===== config.mk =====
export PLATFORM = sky130hd
export DESIGN_NAME = counter_scheduler
export DESIGN_NICKNAME = d
export VERILOG_FILES = /design/src/rtl/counter_scheduler_pkg.sv /design/src/rtl/counter_scheduler_rr_arbiter.sv /design/src/rtl/counter_scheduler.sv
export SDC_FILE = /design/constraint.sdc
export NUM_CORES = 1
export LEC_CHECK = 0
export CORE_MARGIN = 5
export CORE_UTILIZATION = 50
export DETAILED_ROUTE_END_ITERATION = 10
export PLACE_DENSITY_LB_ADDON = 0.2
export SLEW_MARGIN = 10
export SYNTH_ARGS = -nofsm -noshare
export SYNTH_HDL_FRONTEND = slang
export SYNTH_SLANG_ARGS = --single-unit

===== constraint.sdc =====
create_clock -name clk -period 3.01 [get_ports clk]
set_input_delay 0.301 -clock clk [delete_from_list [all_inputs] [get_ports clk]]
set_output_delay 0.301 -clock clk [all_outputs]
set_load 0.1 [all_outputs]

===== src/rtl/counter_scheduler_pkg.sv =====
// ----------------------------------------------------------------------------
// counter_scheduler_pkg
//   Shared definitions for the counter scheduler block:
//     - state_t      : scheduler FSM encoding (IDLE / RUN / FIN)
//     - NREQ_DEF     : default number of requesters
//     - CW_DEF       : default counter width
//     - ptr_width()  : width of a requester index for a given NREQ
// ----------------------------------------------------------------------------
package counter_scheduler_pkg;

    localparam int NREQ_DEF = 4;
    localparam int CW_DEF   = 4;

    typedef enum logic [1:0] {
        IDLE = 2'd0,
        RUN  = 2'd1,
        FIN  = 2'd2
    } state_t;

    // A requester index always needs at least one bit, even for NREQ=1.
    function automatic int ptr_width(input int n);
        return (n > 1) ? $clog2(n) : 1;
    endfunction

endpackage


===== src/rtl/counter_scheduler_rr_arbiter.sv =====
// ----------------------------------------------------------------------------
// rr_arbiter
//   Combinational round-robin picker. Scans the request vector starting at
//   index ptr and wrapping past NREQ-1; the first set request wins.
//   Ports:
//     req  in   NREQ  request vector
//     ptr  in   PW    index where the search starts (0..NREQ-1)
//     gnt  out  NREQ  one-hot winner, all zero when req is zero
// ----------------------------------------------------------------------------
module rr_arbiter
    import counter_scheduler_pkg::*;
#(
    parameter int NREQ = NREQ_DEF,
    parameter int PW   = ptr_width(NREQ)
) (
    input  logic [NREQ-1:0] req,
    input  logic [PW-1:0]   ptr,
    output logic [NREQ-1:0] gnt
);

    // One extra bit so ptr+offset (at most 2*NREQ-2) cannot overflow
    // before the modulo-NREQ wrap is applied.
    localparam logic [PW:0] NREQ_W = (PW+1)'(NREQ);

    logic [PW:0]   sum;
    logic [PW-1:0] idx;
    logic          found;

    always_comb begin
        gnt   = '0;
        found = 1'b0;
        sum   = '0;
        idx   = '0;
        for (int off = 0; off < NREQ; off++) begin
            sum = {1'b0, ptr} + (PW+1)'(off);
            idx = (sum >= NREQ_W) ? PW'(sum - NREQ_W) : PW'(sum);
            if (!found && req[idx]) begin
                gnt[idx] = 1'b1;
                found    = 1'b1;
            end
        end
    end

endmodule


===== src/rtl/counter_scheduler.sv =====
// ----------------------------------------------------------------------------
// counter_scheduler
//   Shares one CW-bit up-counter among NREQ requesters. A round-robin
//   arbiter hands the counter to one requester per window; that requester's
//   LIMIT slice is latched at grant, the counter runs 0..limit, and the owner
//   receives a one-cycle done pulse. A window can be cancelled by abort or by
//   the owner dropping its request, in which case no done pulse is issued.
//   Ports:
//     clk    in   1        clock, rising edge
//     rst_n  in   1        asynchronous active-low reset
//     req    in   NREQ     level requests
//     limit  in   NREQ*CW  terminal counts, slice i = limit[i*CW +: CW]
//     abort  in   1        cancels the running window (ignored outside RUN)
//     gnt    out  NREQ     one-hot grant for the whole RUN phase
//     done   out  NREQ     one-cycle completion pulse to the owner
//     count  out  CW       counter value
//     busy   out  1        high while a window is running
// ----------------------------------------------------------------------------
module counter_scheduler
    import counter_scheduler_pkg::*;
#(
    parameter int NREQ = NREQ_DEF,
    parameter int CW   = CW_DEF
) (
    input  logic               clk,
    input  logic               rst_n,
    input  logic [NREQ-1:0]    req,
    input  logic [NREQ*CW-1:0] limit,
    input  logic               abort,
    output logic [NREQ-1:0]    gnt,
    output logic [NREQ-1:0]    done,
    output logic [CW-1:0]      count,
    output logic               busy
);

    localparam int            PW   = ptr_width(NREQ);
    localparam logic [PW-1:0] LAST = PW'(NREQ-1);

    state_t        state, state_nxt;
    logic [PW-1:0] ptr, ptr_nxt;
    logic [PW-1:0] owner, owner_nxt, owner_inc;
    logic [PW-1:0] arb_idx;
    logic [CW-1:0] lim, lim_nxt;
    logic [CW-1:0] count_nxt;

    logic [NREQ-1:0]         arb_gnt;
    logic [NREQ-1:0][CW-1:0] lim_arr;

    assign lim_arr = limit;

    rr_arbiter #(
        .NREQ (NREQ),
        .PW   (PW)
    ) u_arb (
        .req  (req),
        .ptr  (ptr),
        .gnt  (arb_gnt)
    );

    // Encode the arbiter's one-hot result into an owner index.
    always_comb begin
        arb_idx = '0;
        for (int i = 0; i < NREQ; i++) begin
            if (arb_gnt[i]) arb_idx = PW'(i);
        end
    end

    // Next search position after a window ends, wrapping at NREQ.
    assign owner_inc = (owner == LAST) ? '0 : owner + PW'(1);

    always_ff @(posedge clk or negedge rst_n) begin
        if (!rst_n) begin
            state <= IDLE;
            ptr   <= '0;
            owner <= '0;
            lim   <= '0;
            count <= '0;
        end else begin
            state <= state_nxt;
            ptr   <= ptr_nxt;
            owner <= owner_nxt;
            lim   <= lim_nxt;
            count <= count_nxt;
        end
    end

    always_comb begin
        state_nxt = state;
        ptr_nxt   = ptr;
        owner_nxt = owner;
        lim_nxt   = lim;
        count_nxt = count;
        unique case (state)
            IDLE: begin
                if (|req) begin
                    owner_nxt = arb_idx;
                    lim_nxt   = lim_arr[arb_idx];
                    count_nxt = '0;
                    state_nxt = RUN;
                end
            end
            RUN: begin
                // Cancel has priority over reaching the limit, so an abort
                // on the terminal cycle suppresses the done pulse.
                if (abort || !req[owner]) begin
                    ptr_nxt   = owner_inc;
                    count_nxt = '0;
                    state_nxt = IDLE;
                end else if (count == lim) begin
                    state_nxt = FIN;
                end else begin
                    count_nxt = count + CW'(1);
                end
            end
            FIN: begin
                ptr_nxt   = owner_inc;
                count_nxt = '0;
                state_nxt = IDLE;
            end
            default: begin
                count_nxt = '0;
                state_nxt = IDLE;
            end
        endcase
    end

    // Grant and done are decoded from the registered owner, so they are
    // glitch-free, mutually exclusive and never more than one-hot.
    always_comb begin
        gnt  = '0;
        done = '0;
        for (int i = 0; i < NREQ; i++) begin
            gnt[i]  = (state == RUN) && (owner == PW'(i));
            done[i] = (state == FIN) && (owner == PW'(i));
        end
    end

    assign busy = (state == RUN);

endmodule


# == Word-level counts from Yosys, hierarchy flattened ==
# Cells that the tools add are included.
# word_totals
rom_bits,0
inputBits,23
elab_cells,114
latchBits,0
ff_bits,14
mem_bits_rw,0
memories,0
out_inout_bits,13
# classes
n_bitwise,3
div,0
order_cmp,14
muxes,45
n_addsub,9
shifts,0
mul,0
eq_ne,10
reduce_logical,28
# ops
cell,n
4-bit 2-to-1 mux,8
2-bit 2-to-1 mux,11
2-bit by 3-bit less-than comparator with 1-bit output (second input constant),6
1-bit logical AND,15
1-bit 2-to-1 mux,13
4-bit OR,3
1-bit binary-select mux with 2-bit select,5
3-bit >= comparator (second input constant),3
4-bit binary-select mux with 2-bit select,1
1-bit demux with 2-bit select,4
2-bit by 1-bit >= comparator with 1-bit output (second input constant),4
2-bit case mux with 2 select lines,2
4-bit case mux with 2 select lines,1
2-bit AND reduction,4
2-bit by 1-bit subtractor with 2-bit output (second input constant),4
2-bit by 2-bit adder with 3-bit output (second input constant),2
2-bit == test (second input constant),3
4-bit by 1-bit adder with 4-bit output (second input constant),1
2-bit by 1-bit == test with 1-bit output (second input constant),2
4-bit == test,1
1-bit logical NOT,4
2-bit logical NOT,2
4-bit OR reduction,1
2-bit by 1-bit adder with 3-bit output (second input constant),1
8 further kinds,8

# == Depth between registers and ports, before layout ==
# Gate-level depths: netlist of the first run.
# depth
word_depth,19
depth_mapped,11
ltp_nobuf,8

# == Modules after synthesis ==
# Synthesis of the first run repeated with hierarchy kept, for this count alone.
# hier_totals
hier_cells,133
area_unflattened_um2,1251.2
# by_module_without_submodules
mod,cells_per_inst,n_inst,area_per_inst_um2,seq_area_each_um2
counter_scheduler,103,1,948.4,350.3
rr_arbiter,30,1,302.8,0.0

# == Worst setup path before layout of the first run ==
# No wires, ideal clock.
# synth_timing
kind,flip-flop to output port
startpoint,register state[1]
endpoint,output gnt[0]
arrival_time_ps,2796
n_path_buf,0
t_required_ps,2709
setup_slack_ps,-87
path_stages_with_launch,3
path_cell_list,dfrtp_1 -> nor2b_1 -> and2_1
# synth_between
elab_chain_len,2
# synth_rtl
item,line_no,source
start: declaration,counter_scheduler.sv:39,"state_t state, state_nxt;"
start signal: assignment,counter_scheduler.sv:79,state <= state_nxt;
2-bit by 1-bit == test with 1-bit output,-,
net busy,counter_scheduler.sv:33,output logic busy
1-bit logical AND,counter_scheduler.sv:133,gnt[i] = (state == RUN) && (owner == PW'(i));
end: declaration,counter_scheduler.sv:30,"output logic [NREQ-1:0] gnt,"
# The timed path passes the listed nets, and every way through them passes these cells.

# == Worst setup path in the final report of the first run ==
# layout_timing
startpoint,register ptr[0]
endpoint,register lim[0]
# layout_between
elab_chain_len,19
elab_cells_between_ends,64
cone_classes,add/sub: 7; order compare: 12; mux: 32; bitwise: 3; reduce/logical: 10
# layout_rtl
item,line_no,source
start: declaration,counter_scheduler.sv:40,"logic [PW-1:0] ptr, ptr_nxt;"
start signal: assignment,counter_scheduler.sv:80,ptr <= ptr_nxt;
"parallel branches: the longest is 13 deep, another holds 2-bit by 1-bit adder with 3-bit output",-,
4-bit 2-to-1 mux (*),counter_scheduler_rr_arbiter.sv:37,if (!found && req[idx]) begin
1-bit 2-to-1 mux,counter_scheduler.sv:64,if (arb_gnt[i]) arb_idx = PW'(i);
2-bit 2-to-1 mux,counter_scheduler.sv:64,
2-bit 2-to-1 mux (*),counter_scheduler.sv:64,
4-bit binary-select mux with 2-bit select (*),counter_scheduler.sv:97,lim_nxt = lim_arr[arb_idx];
4-bit 2-to-1 mux (not written as such) (*),counter_scheduler.sv:97,
end signal: assignment,counter_scheduler.sv:82,lim <= lim_nxt;
end: declaration,counter_scheduler.sv:43,"logic [CW-1:0] lim, lim_nxt;"
# Every way passes the cells marked *. The select of a mux whose other input is x is not followed.
# A chain may end at the register's enable or synchronous reset.

==> metrics.md, run 1 <==
| Metric | Value |
|---|---|
| Status | finished, final reports clean |
| Ys async rst share | 100% |
| Via density | ~5.8 |
| #FFs+latches synth | 14 |
| First-pass iteration count of the detailed router | 4 |
| Syn_nets | 190 |
| WHS | 0.408 ns |
| Crit path launch type | register |
| Die ar. | 4120 um2 |
| GPL Wtd Cong | 0.870 |
| Cell area after synthesis | between 1000 and 1500 um2 |
| Top-level port count | 36 |
| CTS Buffer Depth | 2 |
| Multi-input logic area | around 1000 um2 |
| Reg area | 350 um2 |
| Fmax | about 400 MHz |
| Nets | 224 |
| Sink Count | 14 |
| Placed wire-length estimate | roughly 2.7 mm |
| Worst-skew pair later-pin latency | roughly 0.28 ns |
| Post-route ant nets | 0 |
| VDD IR max | 0.933 mV |
| WP data arrival | 2.61 ns |
| Crit path cell chain | inv_1, ha_1, mux4_2, nor2b_1, a22oi_1, nand3_1, a211oi_1, o31ai_1 |
| Clock transition at path regs | 0.09 ns |
| Htree depth | 1 |
| Core Region | 2780 um2 |
| Ys flop type | dfrtp_1 |
| Slew @ Worst Pin | roughly 0.64 ns |
| Slew Viols, Final | 0 |
| CTS tree | yes |
| # fillers | 243 |
| Setup crit end kind | register |
| Share of cells above drive strength 1 | 19.6% |
| Synth-to-layout area growth | 22.6% |
| Ant diodes | 0 |
| Slowest cell on the critical path | ha_1 |
| First-pass GRT wire length | 5.91 mm |
| CP peak stage delay | 0.47 ns |
| Slew Limit Headroom | 57.0% |
| Setup-failing EPs final | 0 |
| Die Y | 64.2 um |
| Via count | 1277 |
| Initial Utilization | 52.9% |
| Synth top area share | 23.8% |
| Crit share post-route | 81.5% |
| DR iter-0 viols | 99 |
| Global Route Usage Sum | 17.3% |
| Setup Skew | 0.00851 ns |
| Post-synth top cells | 14 x dfrtp_1, 11 x ha_1, 9 x and2_1, 9 x inv_1, 8 x nand2_1 |
| WL per Instance | about 15 um |
| Remaining DRCs | 0 |
| Max-cap viol count | 0 |
| Post-CTS Hold Buffers | 0 |
| Grt total ovfl | 0 |
| Synth area leader | dfrtp_1 |
| Post-synth EDFFs | 0 |
| Post-Synthesis Cells | 156 |
| Largest net degree at the start of global routing | 18 |
| Initial antenna violation count | 0 |
| Post-CTS sizing | 0 |
| Vias in the first global route | 1312 |
| Mean Syn Cell Area | 9.42 um2 |
| TritonCTS buffer count | 3 |
| IO buf count | 35 |
| Hold Fails Final Rpt | 0 |
| Critical Path Fanout Max | 7 |
| LEAKAGE | about 0.00081 uW |
| Pwr dens | ~1000 nW/um2 |
| Post-synthesis sequential area ratio | 23.8% |
| Hold Crit Class | in -> async |
| Synth top area cells | dfrtp_1 24%, ha_1 9.4%, mux2i_1 4.1% |
| Yosys cell types | 47 |
| Routed WL | between 3 and 4 mm |
| Critical path class | reg -> reg |
| Cell Rows | 19 |
| Count leader, synth | dfrtp_1 |
| Post-CTS Setup Inserts | 0 |
| Minimum clock period | 2.45 ns |
| Synth Warn # | 0 |
| RSZ-0062 raised after global routing | no |
| Clock root cell | clkbuf_4 |
| Worst path required time | 3.17 ns |
| Die outline width | 64.2 um |
| Setup TNS | 0 ns |
==> cell type report <==
cell class	count	area share, %
well taps	31	2.15
inverters	9	1.87
flip-flops and latches	14	19.4
multi-input cells	124	55.6
repair buffers	38	18.9
clock buffers	4	2.01
==> worst max-delay path: cells and delay by family (launching register included) <==
kind,cells,cell delay (ns)
muxes,1,0.38
DFF,1,0.38
buffers and inverters,1,0.12
adders and majority gates,1,0.47
AOI/OAI and AO/OA,3,0.56
and+or+nand+nor,2,0.42
==> through the flow <==
stage                     total power (uW)  instance area, um2  setup slack, ns  std cells  util [%]
final                                 1820                1800            0.557        220      64.8
after global routing                  1980                1800            0.328        220      64.8
after CTS                             1830                1800            0.542        220      64.8
after detailed placement              1680                1770            0.365        216      63.5
after global placement                1640                1770            0.364        216      63.5
after floorplan                       1460                1470            0.522        156         -
==> path summary, 6_finish.rpt <==
path / from / endpoint / slack [ns] / cells past startpoint
max reg2reg: ptr[0] / lim[0] / 0.56 / 8
min in group clk: count[3] / count[3] / 0.56 / 1
min reg2reg: count[3] / count[3] / 0.56 / 1
max: ptr[0] / lim[0] / 0.56 / 8
max in group asynchronous: rst_n / count[0] / 2.18 / 1
min: rst_n / ptr[0] / 0.41 / 1
==> state kept, by name (all words and copies together) (netlist names) <==
signal and cells:
count 4, lim 4, owner 2, ptr 2, state 2
==> layout by cell type (no fill, tap or decap), types with 3 or more instances in the layout <==
cell type        netlist  routed
clkdlybuf4s50_1        0      22
buf_4                  3      16
dfrtp_1               14      14
ha_1                  11      11
inv_1                  9       9
and2_1                 9       9
nand2_1                8       8
o31ai_1                7       7
nor2_1                 7       7
o21ai_0                7       7
mux2i_1                6       6
nor2b_1                6       5
a21oi_1                5       5
a211oi_1               5       5
xnor2_1                4       4
mux2_2                 4       4
o211a_1                4       4
a31oi_1                4       4
nand2b_1               3       3
nand3b_1               3       3
and2b_1                3       3
clkbuf_4               0       3
==> power breakdown <==
part	total, uW	internal, uW	switching, uW
Combinational	1360	518	841
Sequential	323	261	62.2
Clock	136	73.5	62.9
Total	1820	853	966
==> layer usage <==
layer	share of wire, %	GRT usage (%)	routed length, um	up-vias
met2	50	30.7	1660	36
met4	1.3	3.82	42	0
met5	0	0	0	-
met1	44	21.5	1440	595
met3	5.1	3.68	170	4
li1	-	-	-	642
==> logic make-up (layout without fill, tap and decap cells) <==
logic type | count (synthesis) | after routing | synth area share [%]
XOR/XNOR | 4 | 4 | 2.38
buffers and inverters | 18 | 51 | 8.17
AO/OA/AOI/OAI | 46 | 46 | 24.4
adder cells (fa/ha/maj) | 11 | 11 | 9.36
flip-flops | 14 | 14 | 23.8
multiplexers | 13 | 13 | 12.0
AND/OR/NAND/NOR | 50 | 50 | 19.8
No activity file was read; power rests on OpenSTA's default activity.
==> run 2, diff against run 1 <==
- CORE_UTILIZATION: 50 -> 45
- clock period: 3.01 -> 2.15 ns (I/O delays scaled with it)
==> run 2 against run 1 <==
Compared with the run above:
- the flow now finishes with violations (setup timing)
- die area is 9.3% higher
- total power increased by 91%
- sequential share of layout area decreased by 4.0 points
- core utilization is 8.4 points higher
- hold slack got worse by 0.069 ns
- combinational power rose by 110%
- cell area increased by 26%
- routed wire length grew 26%
- clock power increased by 7%
- clock-buffer cell count shrank 1
- setup slack worse by 0.73 ns
- flip-flop and latch count unchanged
==> metrics.md, run 2 (synthesized netlist as in run 1, its figures left out) <==
| Metric | Value |
|---|---|
| LEAKAGE | 0.000979 uW |
| Setup TNS | -0.717 ns |
| Pint | 1700 uW |
| Pwr dens | 1530 nW/um2 |
| Placed cell count | 250 |
| Most frequent cells in the layout | 30 x buf_4, 22 x clkdlybuf4s50_1, 13 x dfrtp_1 |
| Final Cell Area | 2270 um2 |
| First-pass GRT wire length | 6.76 mm |
| DR iter-0 viols | 54 |
| Final std cells w/o fill | ~260 |
| Placed wire-length estimate | between 3 and 4 mm |
| Die ar. | 4510 um2 |
| Cell Rows | 20 |
| IO buf count | 35 |
| Clock transition at path regs | 0.08 ns |
| Vias in the first global route | approximately 1500 |
| WP data arrival | 2.51 ns |
| Sink Count | 14 |
| WL per Instance | 16.3 um |
| Crit path launch type | register |
| Max-cap viol count | 0 |
| Status | finished with violations |
| Setup Skew | between 0.003 and 0.004 ns |
| CTS Buffer Depth | 2 |
| Sw Ratio | 51.2% |
| Clk network pwr share | 4.2% |
| GPL Wtd Cong | roughly 0.9 |
| Setup-failing EPs final | 6 |
| Nets | 248 |
| VDD IR max | 0.680 mV |
| Initial Utilization | 47.4% |
| DP Area | just over 2000 um2 |
| Ant diodes | 0 |
| Largest net degree at the start of global routing | 15 |
| Via density | around 5.5 |
| Crit share post-route | 108% |
| Slew @ Worst Pin | 0.659 ns |
| Routed WL | about 4.2 mm |
| Setup crit end kind | register |
| Die Y | 67.2 um |
| Post-route ant nets | 0 |
| Minimum clock period | 2.32 ns |
| Sequential fraction of design power | about 14% |
| Critical Path Fanout Max | 6 |
| Post-CTS Hold Buffers | 0 |
| Reg2reg path depth | 9 |
| Synth-to-layout area growth | 54.5% |
| Global Route Usage Sum | 19.8% |
| Hold Crit Class | in -> async |
| RSZ-0062 raised after global routing | yes |
| Die outline width | 67.2 um |
| Worst path required time | roughly 2.3 ns |
| Clock root cell | clkbuf_4 |
| Largest regs | count (4), lim (4) |
| Core Region | between 3000 and 4000 um2 |
| Failing checks | setup timing |
| Psw | 1780 uW |
| TritonCTS buffer count | 3 |
| Top-level port count | 36 |
| Slew Viols, Final | 0 |
| Slew Limit Headroom | between 50 and 60% |
| Comb power frac | 81.9% |
| Htree depth | 1 |
| First-pass iteration count of the detailed router | 4 |
| Grt total ovfl | 0 |
| Share of cells above drive strength 1 | 38.7% |
| Critical path class | reg -> reg |
| CTS tree | yes |
| Fmax | 431 MHz |
| Commonest non-fill, non-tap cell in the layout | buf_4 |
| Initial antenna violation count | 0 |
| Remaining DRCs | 0 |
| Hold Fails Final Rpt | 0 |
| Worst-skew pair later-pin latency | approximately 0.27 ns |
| Final worst slack | -0.173 ns |
| Via count | 1410 |
-- run 2: power groups by stage --
stage	Clock (uW)	Sequential, uW	Combinational (uW)
global placement	0	477	2220
CTS	150	482	2580
detailed placement	0	483	2290
finish	146	483	2850
global route	158	500	3020
floorplan	0	509	1640
-- run 2: layer usage --
layer,vias to the layer above,part of all wire [%],global-route usage (%)
met5,-,0,0
met4,0,1.6,6.33
met3,6,5.1,3.49
met2,50,50,35.5
met1,671,43,24.0
li1,683,-,-
-- run 2: repair_timing --
item / 4_1_cts / 5_1_grt
pin swaps: 12 / 5
buffers inserted: 2 / 0
cloned: 1 / 0
setup endpoints to repair: 6 / 6
resized for setup: 18 / 13
-- run 2: worst paths after layout --
path,end,from,slack [ns]
worst max-delay path,lim[1],ptr[0],-0.17
worst min-delay path,state[0],rst_n,0.34
worst max register to register,lim[1],ptr[0],-0.17
worst min register to register,count[2],count[2],0.56
max in group asynchronous,ptr[0],rst_n,1.35
min in group clk,lim[0],limit[12],0.56
-- run 2: cell type report --
| cell class | instances | area, um2 |
|---|---|---|
| multi-input combinational | 124 | 1200 |
| clock buffer | 3 | 22.5 |
| tap | 44 | 55.1 |
| inverter | 9 | 38.8 |
| timing repair buffer | 62 | 604 |
| fill | 237 | 832 |
| sequential | 14 | 352 |
-- run 2: critical path: stages (launching register included) --
cell,delay [ns]
dfrtp_2,0.49
inv_6,0.09
ha_4,0.22
mux2i_2,0.17
mux2_4,0.32
a211oi_4,0.35
buf_6,0.16
o211a_1,0.20
a211oi_4,0.06
o31ai_4,0.18
-- run 2: through the flow --
step           setup WS, ns  util, %  hold WS, ns  power, uW
2_1_floorplan        -0.238        -      -0.0806       2150
3_3_place_gp         -0.230     66.5        0.538       2690
3_5_place_dp         -0.318     66.5        0.547       2770
4_1_cts             -0.0826     70.9        0.349       3220
5_1_grt              -0.250     73.2        0.399       3680
6_report             -0.173     73.2        0.339       3470
==> run 3, diff against run 2 <==
- CORE_UTILIZATION: 45 -> 42
- SYNTH_HIERARCHICAL: default -> 1
- TNS_END_PERCENT: default -> 10
==> run 3 against run 2 <==
Compared with the run above:
- the flow still finishes with violations (setup timing)
- total power is 28% lower
- via count shrank 21%
- combinational power fell by 35%
- critical endpoint is now lim[0]
- routed wire length down 33%
- maximum frequency decreased by 2.0%
- cell count is 19% lower
- die area down 8.9%
- synthesized area is 16% lower
- largest cell class unchanged
==> metrics.md, run 3 <==
| Metric | Value |
|---|---|
| Status | finished with violations |
| Failing checks | setup timing |
| Slowest cell on the critical path | mux4_2 |
| First-pass GRT wire length | roughly 5.1 mm |
| Cell Rows | 19 |
| Htree depth | 1 |
| Met3 WL | roughly 190 um |
| WP data arrival | 2.50 ns |
| Setup TNS | -1.04 ns |
| Critical path class | reg -> reg |
| Ant diodes | 0 |
| LEAKAGE | 0.000796 uW |
| Largest regs | count (4), lim (4) |
| Top-level port count | 36 |
| Max-cap viol count | 0 |
| Reg area | 353 um2 |
| Clock root cell | clkbuf_4 |
| Synth Warn # | 6 |
| Placed wire-length estimate | 2.32 mm |
| Initial Utilization | 44.2% |
| Family with the most delay on the worst path | multiplexers |
| Nets | 212 |
| RSZ-0062 raised after global routing | yes |
| WL per Instance | 13.4 um |
| WHS | 0.316 ns |
| Minimum clock period | 2.37 ns |
| Final Cell Area | between 1500 and 2000 um2 |
| Top Metal Used | met4 |
| # fillers | about 220 |
| Syn_nets | 163 |
| DP Area | 1730 um2 |
| Multi-input logic area | 863 um2 |
| CTS Buffer Depth | 2 |
| First-pass iteration count of the detailed router | 4 |
| Die Y | 64.1 um |
| Hold Crit Class | in -> async |
| Routed WL | 2.79 mm |
| Share of cells above drive strength 1 | between 20% and 30% |
| Placed cell count | 201 |
| Grt total ovfl | 0 |
| Cell area after synthesis | 1230 um2 |
| Setup Skew | 0.00414 ns |
| VDD IR max | 1.23 mV |
| Hold Fails Final Rpt | 0 |
| Power Total | ~2500 uW |
| Post-CTS Hold Buffers | 0 |
| CP Buf/Inv Count | 2 |
| Reg2reg path depth | 10 |
| Initial antenna violation count | 0 |
| Post-route ant nets | 0 |
| Sink Count | 14 |
| Final std cells w/o fill | around 210 |
| Slew @ Worst Pin | 1.10 ns |
| Vias in the first global route | 1174 |
| Crit share post-route | 110% |
| Worst flop-to-flop path endpoint | lim[0] |
| Crit path launch type | register |
| CTS tree | yes |
| Commonest non-fill, non-tap cell in the layout | clkdlybuf4s50_1 |
| Global Route Usage Sum | between 10% and 20% |
| Critical Path Fanout Max | 6 |
| Worst path required time | around 2.3 ns |
| Largest net degree at the start of global routing | 15 |
| Setup-failing EPs final | 6 |
| Wire length on met2 | 1.32 mm |
| DR iter-0 viols | 26 |
| Die outline width | ~64 um |
| Via density | 5.38 |
| Pwr dens | roughly 1400 nW/um2 |
| CP peak stage delay | around 0.57 ns |
| Fmax | 422 MHz |
| Via count | between 1000 and 1500 |
| Remaining DRCs | 0 |
| Slew Viols, Final | 0 |
| Synth-to-layout area growth | 48.1% |
| GPL Wtd Cong | a little under 0.8 |
| Post-Synthesis Cells | around 130 |
| Mean Syn Cell Area | 9.52 um2 |
| Slew Limit Headroom | 26.2% |
| TritonCTS buffer count | 3 |
| Die ar. | about 4000 um2 |
| Setup crit end kind | register |
| Crit path cell chain | buf_6, mux4_2, buf_6, nand2_2, o21ai_1, a221o_2, mux2i_1, o21ai_1, mux2i_1, a21oi_1 |
| Final worst slack | -0.219 ns |
| R2R setup slack | -0.22 ns |
| Clock transition at path regs | 0.09 ns |
| R2r startpoint | ptr[1] |
| Worst-skew pair later-pin latency | between 0.2 and 0.3 ns |
| Most frequent cells in the layout | 22 x clkdlybuf4s50_1, 17 x buf_4, 12 x nand2_1, 12 x dfrtp_1 |
| Wire length on met1 | 1.28 mm |
| IO buf count | 35 |
| Core Region | 2780 um2 |
-- run 3: final cells by class --
cell class,count,share of cell area (%)
repair buffers,48,27.6
well taps,31,2.13
flip-flops and latches,14,19.4
clock buffers,4,1.99
inverters,7,1.44
multi-input cells,104,47.5
-- run 3: worst max-delay path by stage --
stage / from / to / slack, ns / cells after the start
detailed placement: req[1] / lim[0] / -0.56 / 8
global placement: req[3] / lim[1] / -0.50 / 8
CTS: ptr[1] / lim[0] / -0.32 / 9
global route: ptr[0] / lim[0] / -0.35 / 8
floorplan: ptr[0] / lim[0] / -0.22 / 10
finish: ptr[1] / lim[0] / -0.22 / 10
-- run 3: timing repair --
action	4_1_cts	5_1_grt
endpoints found under the setup margin	6	6
resized for setup	8	5
pin swaps	5	2
hold endpoints to repair	0	0
buffers inserted	2	1
-- run 3: worst reg2reg max path: stages (launching register included) --
cell and delay (ns):
dfrtp_2 0.40, buf_6 0.11, mux4_2 0.57, buf_6 0.17, nand2_2 0.05, o21ai_1 0.05, a221o_2 0.37, mux2i_1 0.17
o21ai_1 0.09, mux2i_1 0.16, a21oi_1 0.08
-- run 3: layer usage --
metal	up-vias	global-route usage, %
met2	40	25.1
li1	567	-
met1	511	19.3
met3	2	4.55
met5	-	0
met4	0	2.08
-- run 3: per-stage QoR --
stage,setup WS (ns),util (%)
2_1_floorplan,-0.217,-
3_3_place_gp,-0.496,62.2
3_5_place_dp,-0.560,62.2
4_1_cts,-0.318,64.9
5_1_grt,-0.350,65.4
6_report,-0.219,65.4
-- run 3: where the power goes --
part | switching [uW] | total (uW) | internal [uW]
sequential | 91.4 | 455 | 364
clock | 86.0 | 189 | 103
combinational | 1020 | 1850 | 824
total | 1200 | 2490 | 1290
